`src/rtl/maze_solver_param.sv`:
```
// maze_solver_param: N x N binary-maze shortest-path solver (serial load, parallel flood fill, path trace-back).
// Optional feature macro: MAZE_PATH_LEN_EN adds the path_len output.
module maze_solver_param #(
  parameter int N       = 15,
  parameter int CW      = 4,
  parameter int LW      = 8,
  parameter int START_X = 1,
  parameter int START_Y = 1,
  parameter int GOAL_X  = N - 2,
  parameter int GOAL_Y  = N - 2
) (
  input  logic          clk,
  input  logic          rst_n,
  input  logic          in_valid,
  input  logic          maze,
  output logic          out_valid,
  output logic [CW-1:0] out_x,
  output logic [CW-1:0] out_y,
  output logic          maze_not_valid,
`ifdef MAZE_PATH_LEN_EN
  output logic [LW-1:0] path_len,
`endif
  output logic          busy
);

  localparam int CELLS = N * N;
  localparam int KW    = $clog2(CELLS);
  localparam int S_IDX = START_Y * N + START_X;
  localparam int G_IDX = GOAL_Y * N + GOAL_X;

  localparam logic [1:0] DIR_UP    = 2'd0;
  localparam logic [1:0] DIR_LEFT  = 2'd1;
  localparam logic [1:0] DIR_DOWN  = 2'd2;
  localparam logic [1:0] DIR_RIGHT = 2'd3;

  typedef enum logic [2:0] {
    S_IDLE  = 3'd0,
    S_LOAD  = 3'd1,
    S_FLOOD = 3'd2,
    S_TRACE = 3'd3,
    S_FAIL  = 3'd4
  } state_t;

  state_t               state_q, state_d;
  logic [CELLS-1:0]     map_q, map_d;
  logic [CELLS-1:0]     vis_q, vis_d;
  logic [2*CELLS-1:0]   par_q, par_d;
  logic [KW-1:0]        cnt_q, cnt_d;
  logic [LW-1:0]        len_q, len_d;
  logic [CW-1:0]        cur_x_q, cur_x_d;
  logic [CW-1:0]        cur_y_q, cur_y_d;
  logic                 out_valid_q, out_valid_d;
  logic [CW-1:0]        out_x_q, out_x_d;
  logic [CW-1:0]        out_y_q, out_y_d;
  logic                 mnv_q, mnv_d;
  logic                 busy_q, busy_d;

  logic [CELLS-1:0]     flood_vis;
  logic [2*CELLS-1:0]   flood_par;
  logic                 flood_changed;
  int                   cur_idx;
  logic [1:0]           cur_dir;

  // Neighbours outside the grid read as walls, i.e. never visited.
  function automatic logic cell_at(input logic [CELLS-1:0] v, input int x, input int y);
    if (x < 0 || y < 0 || x >= N || y >= N) begin
      return 1'b0;
    end else begin
      return v[y*N + x];
    end
  endfunction

  // One wavefront step for every cell at once; parent priority is up, left, down, right.
  always_comb begin
    int idx;
    flood_vis = vis_q;
    flood_par = par_q;
    for (int y = 0; y < N; y++) begin
      for (int x = 0; x < N; x++) begin
        idx = y * N + x;
        if (!map_q[idx] && !vis_q[idx]) begin
          if (cell_at(vis_q, x, y - 1)) begin
            flood_vis[idx] = 1'b1;
            flood_par[2*idx +: 2] = DIR_UP;
          end else if (cell_at(vis_q, x - 1, y)) begin
            flood_vis[idx] = 1'b1;
            flood_par[2*idx +: 2] = DIR_LEFT;
          end else if (cell_at(vis_q, x, y + 1)) begin
            flood_vis[idx] = 1'b1;
            flood_par[2*idx +: 2] = DIR_DOWN;
          end else if (cell_at(vis_q, x + 1, y)) begin
            flood_vis[idx] = 1'b1;
            flood_par[2*idx +: 2] = DIR_RIGHT;
          end else begin
            flood_vis[idx] = 1'b0;
          end
        end else begin
          flood_vis[idx] = vis_q[idx];
        end
      end
    end
    flood_changed = (flood_vis != vis_q);
    cur_idx = int'(cur_y_q) * N + int'(cur_x_q);
    cur_dir = par_q[2*cur_idx +: 2];
  end

  // Next-state and registered-output logic.
  always_comb begin
    state_d     = state_q;
    map_d       = map_q;
    vis_d       = vis_q;
    par_d       = par_q;
    cnt_d       = cnt_q;
    len_d       = len_q;
    cur_x_d     = cur_x_q;
    cur_y_d     = cur_y_q;
    out_valid_d = 1'b0;
    out_x_d     = {CW{1'b0}};
    out_y_d     = {CW{1'b0}};
    mnv_d       = 1'b0;
    case (state_q)
      S_IDLE: begin
        if (in_valid && !busy_q) begin
          map_d    = {CELLS{1'b0}};
          map_d[0] = maze;
          vis_d    = {CELLS{1'b0}};
          par_d    = {(2*CELLS){1'b0}};
          cnt_d    = KW'(1);
          len_d    = {LW{1'b0}};
          state_d  = S_LOAD;
        end else begin
          state_d = S_IDLE;
        end
      end
      S_LOAD: begin
        if (in_valid) begin
          map_d[cnt_q] = maze;
          cnt_d        = cnt_q + KW'(1);
          if (cnt_q == KW'(CELLS - 1)) begin
            vis_d[S_IDX] = ~map_d[S_IDX];
            state_d      = S_FLOOD;
          end else begin
            state_d = S_LOAD;
          end
        end else begin
          state_d = S_LOAD;
        end
      end
      S_FLOOD: begin
        vis_d = flood_vis;
        par_d = flood_par;
        len_d = len_q + LW'(1);
        // Saturated length can only mean corrupted state, so bail out rather than spin.
        if (flood_vis[G_IDX]) begin
          state_d = S_TRACE;
          cur_x_d = CW'(GOAL_X);
          cur_y_d = CW'(GOAL_Y);
        end else if (!flood_changed || map_q[G_IDX] || len_q == {LW{1'b1}}) begin
          state_d = S_FAIL;
          mnv_d   = 1'b1;
        end else begin
          state_d = S_FLOOD;
        end
      end
      S_TRACE: begin
        out_valid_d = 1'b1;
        out_x_d     = cur_x_q;
        out_y_d     = cur_y_q;
        case (cur_dir)
          DIR_UP:    cur_y_d = cur_y_q - CW'(1);
          DIR_LEFT:  cur_x_d = cur_x_q - CW'(1);
          DIR_DOWN:  cur_y_d = cur_y_q + CW'(1);
          DIR_RIGHT: cur_x_d = cur_x_q + CW'(1);
          default:   cur_x_d = cur_x_q;
        endcase
        if (cur_x_q == CW'(START_X) && cur_y_q == CW'(START_Y)) begin
          state_d = S_IDLE;
        end else begin
          state_d = S_TRACE;
        end
      end
      S_FAIL: begin
        state_d = S_IDLE;
      end
      default: begin
        state_d = S_IDLE;
      end
    endcase
    // busy also spans the final path beat, which is emitted after the state has left TRACE.
    busy_d = (state_d == S_FLOOD) || (state_d == S_TRACE) || (state_d == S_FAIL) ||
             (state_q == S_TRACE);
  end

  // State and output registers.
  always_ff @(posedge clk or negedge rst_n) begin
    if (!rst_n) begin
      state_q     <= S_IDLE;
      map_q       <= {CELLS{1'b0}};
      vis_q       <= {CELLS{1'b0}};
      par_q       <= {(2*CELLS){1'b0}};
      cnt_q       <= {KW{1'b0}};
      len_q       <= {LW{1'b0}};
      cur_x_q     <= {CW{1'b0}};
      cur_y_q     <= {CW{1'b0}};
      out_valid_q <= 1'b0;
      out_x_q     <= {CW{1'b0}};
      out_y_q     <= {CW{1'b0}};
      mnv_q       <= 1'b0;
      busy_q      <= 1'b0;
    end else begin
      state_q     <= state_d;
      map_q       <= map_d;
      vis_q       <= vis_d;
      par_q       <= par_d;
      cnt_q       <= cnt_d;
      len_q       <= len_d;
      cur_x_q     <= cur_x_d;
      cur_y_q     <= cur_y_d;
      out_valid_q <= out_valid_d;
      out_x_q     <= out_x_d;
      out_y_q     <= out_y_d;
      mnv_q       <= mnv_d;
      busy_q      <= busy_d;
    end
  end

  assign out_valid      = out_valid_q;
  assign out_x          = out_x_q;
  assign out_y          = out_y_q;
  assign maze_not_valid = mnv_q;
  assign busy           = busy_q;

`ifdef MAZE_PATH_LEN_EN
  logic [LW-1:0] path_len_q, path_len_d;

  // path_len shows L from TRACE entry through the last emitted coordinate.
  always_comb begin
    if (state_d == S_TRACE || state_q == S_TRACE) begin
      path_len_d = len_d;
    end else begin
      path_len_d = {LW{1'b0}};
    end
  end

  // Path-length output register.
  always_ff @(posedge clk or negedge rst_n) begin
    if (!rst_n) begin
      path_len_q <= {LW{1'b0}};
    end else begin
      path_len_q <= path_len_d;
    end
  end

  assign path_len = path_len_q;
`endif

endmodule

```
`config.mk`:
```
export PLATFORM = sky130hd
export DESIGN_NAME = maze_solver_param
export DESIGN_NICKNAME = d
export VERILOG_FILES = /design/src/rtl/maze_solver_param.sv
export SDC_FILE = /design/constraint.sdc
export NUM_CORES = 2
export LEC_CHECK = 0
export ABC_CLOCK_PERIOD_IN_PS = 6600
export BUFFER_PORTS_ARGS = -buffer_cell sky130_fd_sc_hd__buf_2
export CAP_MARGIN = 20
export CORE_MARGIN = 2
export CORE_UTILIZATION = 40
export CTS_BUF_LIST = sky130_fd_sc_hd__clkbuf_8
export CTS_CLUSTER_DIAMETER = 50
export CTS_CLUSTER_SIZE = 16
export DETAILED_ROUTE_END_ITERATION = 6
export MAX_ROUTING_LAYER = met4
export RECOVER_POWER = 100
export SYNTH_ARGS = -nofsm -noshare
export SYNTH_HDL_FRONTEND = slang
export SYNTH_SLANG_ARGS = --single-unit
```
`constraint.sdc`:
```
create_clock -name clk -period 6.6 [get_ports clk]
set_input_delay 1.32 -clock clk [delete_from_list [all_inputs] [get_ports clk]]
set_output_delay 1.32 -clock clk [all_outputs]
set_load 0.01 [all_outputs]
```
# After elaboration in Yosys (flattened, before gate mapping)
# Cells that the tools add are included.
dict set report op_classes {
  n_mux 4537
  magnitude_cmp 2
  addsub 7
  eq_ne 470
  mul 1
  n_shift 1
  n_reduce_logical 921
  bitwise 1
  div_mod_pow 0
}
# operator n
set ops {}
lappend ops {{$mux W1} 3383}
lappend ops {{$mux W2} 1128}
lappend ops {{$ne A5 B5 Y1 const B} 225}
lappend ops {{$reduce_and A4 Y1} 226}
lappend ops {{$pmux W450 S2} 1}
lappend ops {{$mux W225} 3}
lappend ops {{$ne A2 B2 Y1 const B} 229}
lappend ops {{$logic_not A1 Y1} 452}
lappend ops {{$mux W450} 1}
lappend ops {{$pmux W225 S2} 1}
lappend ops {{$shiftx A450 B11 Y2} 1}
lappend ops {{$pmux W208 S2} 1}
lappend ops {{$logic_and A1 B1 Y1} 228}
lappend ops {{$bwmux W225} 1}
lappend ops {{$ne A225 B225 Y1} 1}
lappend ops {{$pmux W16 S2} 1}
lappend ops {{$pmux W4 S2} 4}
lappend ops {{$pmux W8 S2} 2}
lappend ops {{$mux W8} 3}
lappend ops {{$add A8 B1 Y8 const B} 2}
lappend ops {{$eq A8 B8 Y1 const B} 2}
lappend ops {{$eq A3 B2 Y1 const B} 4}
lappend ops {{$mux W4} 3}
lappend ops {{$pmux W3 S4} 1}
lappend ops {{other kinds (23)} 37}
dict set report word_totals {
  word_cells 6178
  memories 0
  ramBits 0
  inputBits 4
  romBits 0
  output_inout_bits 11
  latchBits 0
  ff_bits 938
}

# Logic depth before layout (Yosys ltp)
dict set report depth {
  word_depth 28
  depth_mapped 19
  mapped_depth_nobuf 17
}

# Worst setup path before layout
# Ideal clock, no wire load.
dict set report synth_path {
  path_kind {reg2reg}
  start {register cur_y_q[0]}
  end {register cur_y_q[2]}
  setup_time_ps 149
  arrival_time_ps 5018
  required_time_ps 6451
  period_less_slack_ps 5167
  stages_incl_launch_ff 17
  n_path_buf 1
  slack_ps 1433
  path_cell_list {dfrtp_1 fa_1 inv_1 fa_1 fa_1 inv_1 ha_1 xor2_2 buf_2 mux4_2 and3_1 a2111oi_0 a211oi_1 o21a_2 or3_1 a211oi_2 a311oi_1}
}
dict set report synth_via {
  elab_chain_len 6
  word_cells_on_any_way 11
  classes_between {add/sub (3); mul (1); eq/ne (2); shift (1); mux (2); reduce/logical (2)}
}
# element line
set synth_rtl {}
lappend synth_rtl {{start, declared} 51} ;# logic [CW-1:0] cur_y_q, cur_y_d;
lappend synth_rtl {{start signal, assigned} 204} ;# cur_y_q <= {CW{1'b0}};
lappend synth_rtl {{start signal, assigned} 218} ;# cur_y_q <= cur_y_d;
lappend synth_rtl {{$mul A4 B4 Y8} 103} ;# cur_idx = int'(cur_y_q) * N + int'(cur_x_q);
lappend synth_rtl {{$add A8 B4 Y9} 103}
lappend synth_rtl {{$shiftx A450 B11 Y2} 104} ;# cur_dir = par_q[2*cur_idx +: 2];
lappend synth_rtl {{$eq A2 B2 Y1 or $logic_not A2 Y1 (tied branches)} 169} ;# case (cur_dir)
lappend synth_rtl {{$pmux W4 S2 or $ne A3 B1 Y1 (tied branches)} -}
lappend synth_rtl {{$pmux W4 S2 or $reduce_and A3 Y1 (tied branches)} -}
# Parallel ways exist; a longest one is shown, timed or not.
# A chain may end at the register's enable or synchronous reset.

# Worst setup path after layout
dict set report layout_path {
  start {input in_valid}
  end {register map_q[0]}
}
dict set report layout_via {
  elab_chain_len 3
  word_cells_on_any_way 4
  classes_between {eq/ne (2); reduce/logical (2)}
}
# element line
set layout_rtl {}
lappend layout_rtl {{start, declared} 14} ;# input logic in_valid,
lappend layout_rtl {{$logic_and A1 B1 Y1} 123} ;# if (in_valid && !busy_q) begin
lappend layout_rtl {{$ne A2 B2 Y1 (no line)} -}
lappend layout_rtl {{$reduce_and A3 Y1 (no line) (*)} -}
lappend layout_rtl {{end signal, assigned} 198} ;# map_q <= {CELLS{1'b0}};
lappend layout_rtl {{end signal, assigned} 212} ;# map_q <= map_d;
lappend layout_rtl {{end, declared} 45} ;# logic [CELLS-1:0] map_q, map_d;
# Mark *: on every way between the ends. The rest lies on a longest branch, timed or not.

==> impl_results.md <==
- Post-CTS Resized: 0
- RSZ-0062 raised after global routing: no
- Most instantiated cells after synthesis: dfrtp_1 (937), nand2_1 (681), a21oi_1 (634)
- Endpoints failing hold: 0
- Top_reg_cell synth: dfrtp_1
- Total Wirelength: approximately 230000 um
- Critical path type: in -> reg
- Top cell type's share of synthesized area: 49.0%
- CTS H-tree lvls: 4
- TritonRoute pass-1 iters: 7
- Root Buffer: clkbuf_8
- Area contributors post-synth: dfrtp_1 (49%), a21oi_1 (6.6%), o21ai_0 (5.7%), nand2_1 (5.3%), mux4_2 (5.3%)
- Largest area contributor in the netlist: dfrtp_1
- Layout cell share with drive strength beyond 1: slightly below 10%
- Gpl congestion: roughly 1.1
- Antenna violations before repair: 19
- P&R area growth vs syn: 9.77%
- Cts hold-fix bufs: 0
- Final ANT Viol Nets: 0
- First-pass GRT wire length: roughly 330000 um
- Status: finished, violations left
- Total GRT Usage: between 30% and 40%
- Post-CTS setup buffer count: 0
- TritonCTS clock tree: yes
- Ports: 15
- Tmin final: around 6.2 ns
- Critical Path Fanout Max: 57
- Reg clk slew, reported paths: 0.07 ns
- Average size of a mapped cell: between 8 and 9 um2
- CTS sink count: between 900 and 1000
- Yosys cell types: 78
- Warnings, synthesis: 0
- Worst Path Required: 7.34 ns
- Vias in the first global route: between 40000 and 50000
- Startpoint types: input port
- Worst Setup End Kind: flop
- # setup viols final: 0
- Vias per std cell: approximately 6.5
- Die W: between 300 and 400 um
- Initial core utilization: a little over 40%
- Grt total ovfl: 0
- Async set or reset register ratio after synthesis: 100%
- Setup TNS: 0 ns
- Seq/Total Area, Yosys: between 40% and 50%
- Max Root-Sink Buffers: 3
- Failing checks: capacitance limit, slew limit
- Final cycle utilization of the critical path: a little over nine tenths
- Post-Syn Instances: approximately 5300
- Hold WC Path Type: reg -> reg
- Clk Latency, worst-skew pair: between 0.8 and 0.9 ns
- Number of synthesized register bits: about 940
- Fin. max-slew vios: about 1700
- EDFF count, synth: 0
- Final routed DRC violation total: 0
- Vias: 45461
- Die area: 122000 um2
- Syn Nets: approximately 5400
- Post-Syn Area: 47800 um2
- DP Area: between 40000 and 50000 um2
- Nets: between 5000 and 6000
- Worst slew pin tran: approximately 3.1 ns
- Largest net degree at the start of global routing: 183
- Count leader, synth: dfrtp_1
- Max cap viols: 32
- Final Cell Area: 52500 um2
- Wirelength per Cell: 33.7 um
- DRT iter0 DRCs: approximately 7000
- Fmax: around 160 MHz
- Detailed Place HPWL: approximately 170000 um
- CTS buffer count: around 130
- CORE AREA: ~120000 um2
- PortBufs: 14
- FP Rows: between 100 and 150
- Clock skew: 0.0641 ns
- Rel. slew slack: -104%
- Critical path data arrival time: about 7.0 ns
- Die H: around 350 um
- FILL cells: ~12000
[state kept, by name, summed over array words and instances, names as in the netlist]
| name | count |
|---|---|
| par_q | 449 |
| map_q | 225 |
| vis_q | 225 |
| cnt_q | 8 |
| len_q | 8 |
| cur_x_q | 4 |
| cur_y_q | 4 |
| out_x | 4 |
| out_y | 4 |
| state_q | 3 |
| busy | 1 |
| maze_not_valid | 1 |
| out_valid | 1 |
[layer usage]
metal | global-route usage [%] | wire, um | vias to the layer above
met3 | 11.9 | 30700 | 625
met4 | 25.2 | 17800 | 0
met1 | 51.0 | 89000 | 22873
met5 | - | 0 | -
li1 | - | - | 18730
met2 | 53.1 | 96900 | 3233
[worst max-delay path, cell delays in order]
cell and delay, ns:
clkbuf_1 0.14, nand2b_1 0.11, or4_1 1.69, clkbuf_1 2.12, buf_4 0.80, o21ai_0 0.20, mux2_2 0.39
[final cells by class]
cell class                 instances  area [um2]  area share, %
antenna                           22        55.1          0.105
clock buffer                     152        2090           3.98
clock inverter                    81         800           1.52
inverter                         160         601           1.14
multi-input combinational       3852       22400           42.7
sequential                       937       23400           44.7
tap                             1600        2000           3.81
timing repair buffer             150        1110           2.11
[final timing paths]
path                             from         end  slack (ns)  depth (start not counted)
setup / recovery             in_valid    map_q[0]        0.38                          7
hold / removal              par_q[74]   par_q[74]        0.48                          1
setup reg to reg           cur_y_q[1]  cur_y_q[2]        0.41                         19
hold reg to reg             par_q[74]   par_q[74]        0.48                          1
max in group asynchronous       rst_n  vis_q[214]        0.83                          3
min in group asynchronous       rst_n  par_q[132]        1.39                          1
[cells by family (layout without fill, tap and decap cells)]
logic type / Yosys count / count (layout) / synth area share (%)
AO/OA/AOI/OAI: 1542 / 1542 / 18.4
XOR/XNOR: 14 / 14 / 0.288
adder cells (fa/ha/maj): 39 / 39 / 1.13
buffers and inverters: 554 / 543 / 4.57
flip-flops: 937 / 937 / 49.0
multiplexers: 202 / 202 / 7.57
other: 0 / 22 / 0
AND/OR/NAND/NOR: 2055 / 2055 / 19.0
[metrics by stage]
step	cells	hold WS, ns	util [%]	setup slack, ns
finish	6954	0.483	44.4	0.377
CTS	6927	0.485	44.5	0.471
floorplan	5343	0.435	-	1.43
global route	6948	0.509	44.3	0.0458
detailed placement	6694	0.463	42.0	0.557
global placement	6689	0.464	42.0	0.464
[cells in the final DEF, fill, tap and decap left out, types with 12 or more instances in the layout]
master,Yosys,layout
dfrtp_1,937,937
nand2_1,681,681
a21oi_1,634,634
nor2_1,620,609
o21ai_0,545,545
nand3_1,256,256
nor3_1,200,192
inv_1,159,169
clkbuf_8,0,152
mux4_2,113,113
buf_4,8,94
mux2i_1,74,74
and3_1,61,61
nor2b_1,59,59
a211oi_1,54,54
o31ai_1,48,48
nor4_1,45,44
a32o_1,38,38
o211ai_1,34,34
a21o_1,33,33
ha_1,32,30
nand2b_1,28,27
clkbuf_1,346,27
o22ai_1,25,25
clkinv_2,0,23
diode_2,0,22
a2111oi_0,21,19
nand4_1,18,18
a22o_1,17,17
o21a_1,17,17
or3_1,16,16
and2_1,28,15
or2_2,14,13
o41ai_1,13,13
nor3b_1,12,12
clkinvlp_4,0,12
inv_6,0,12
Power is left out: the tool's default activity adds up to more than one toggle a clock period on the data nets, which glitch-free logic cannot reach.
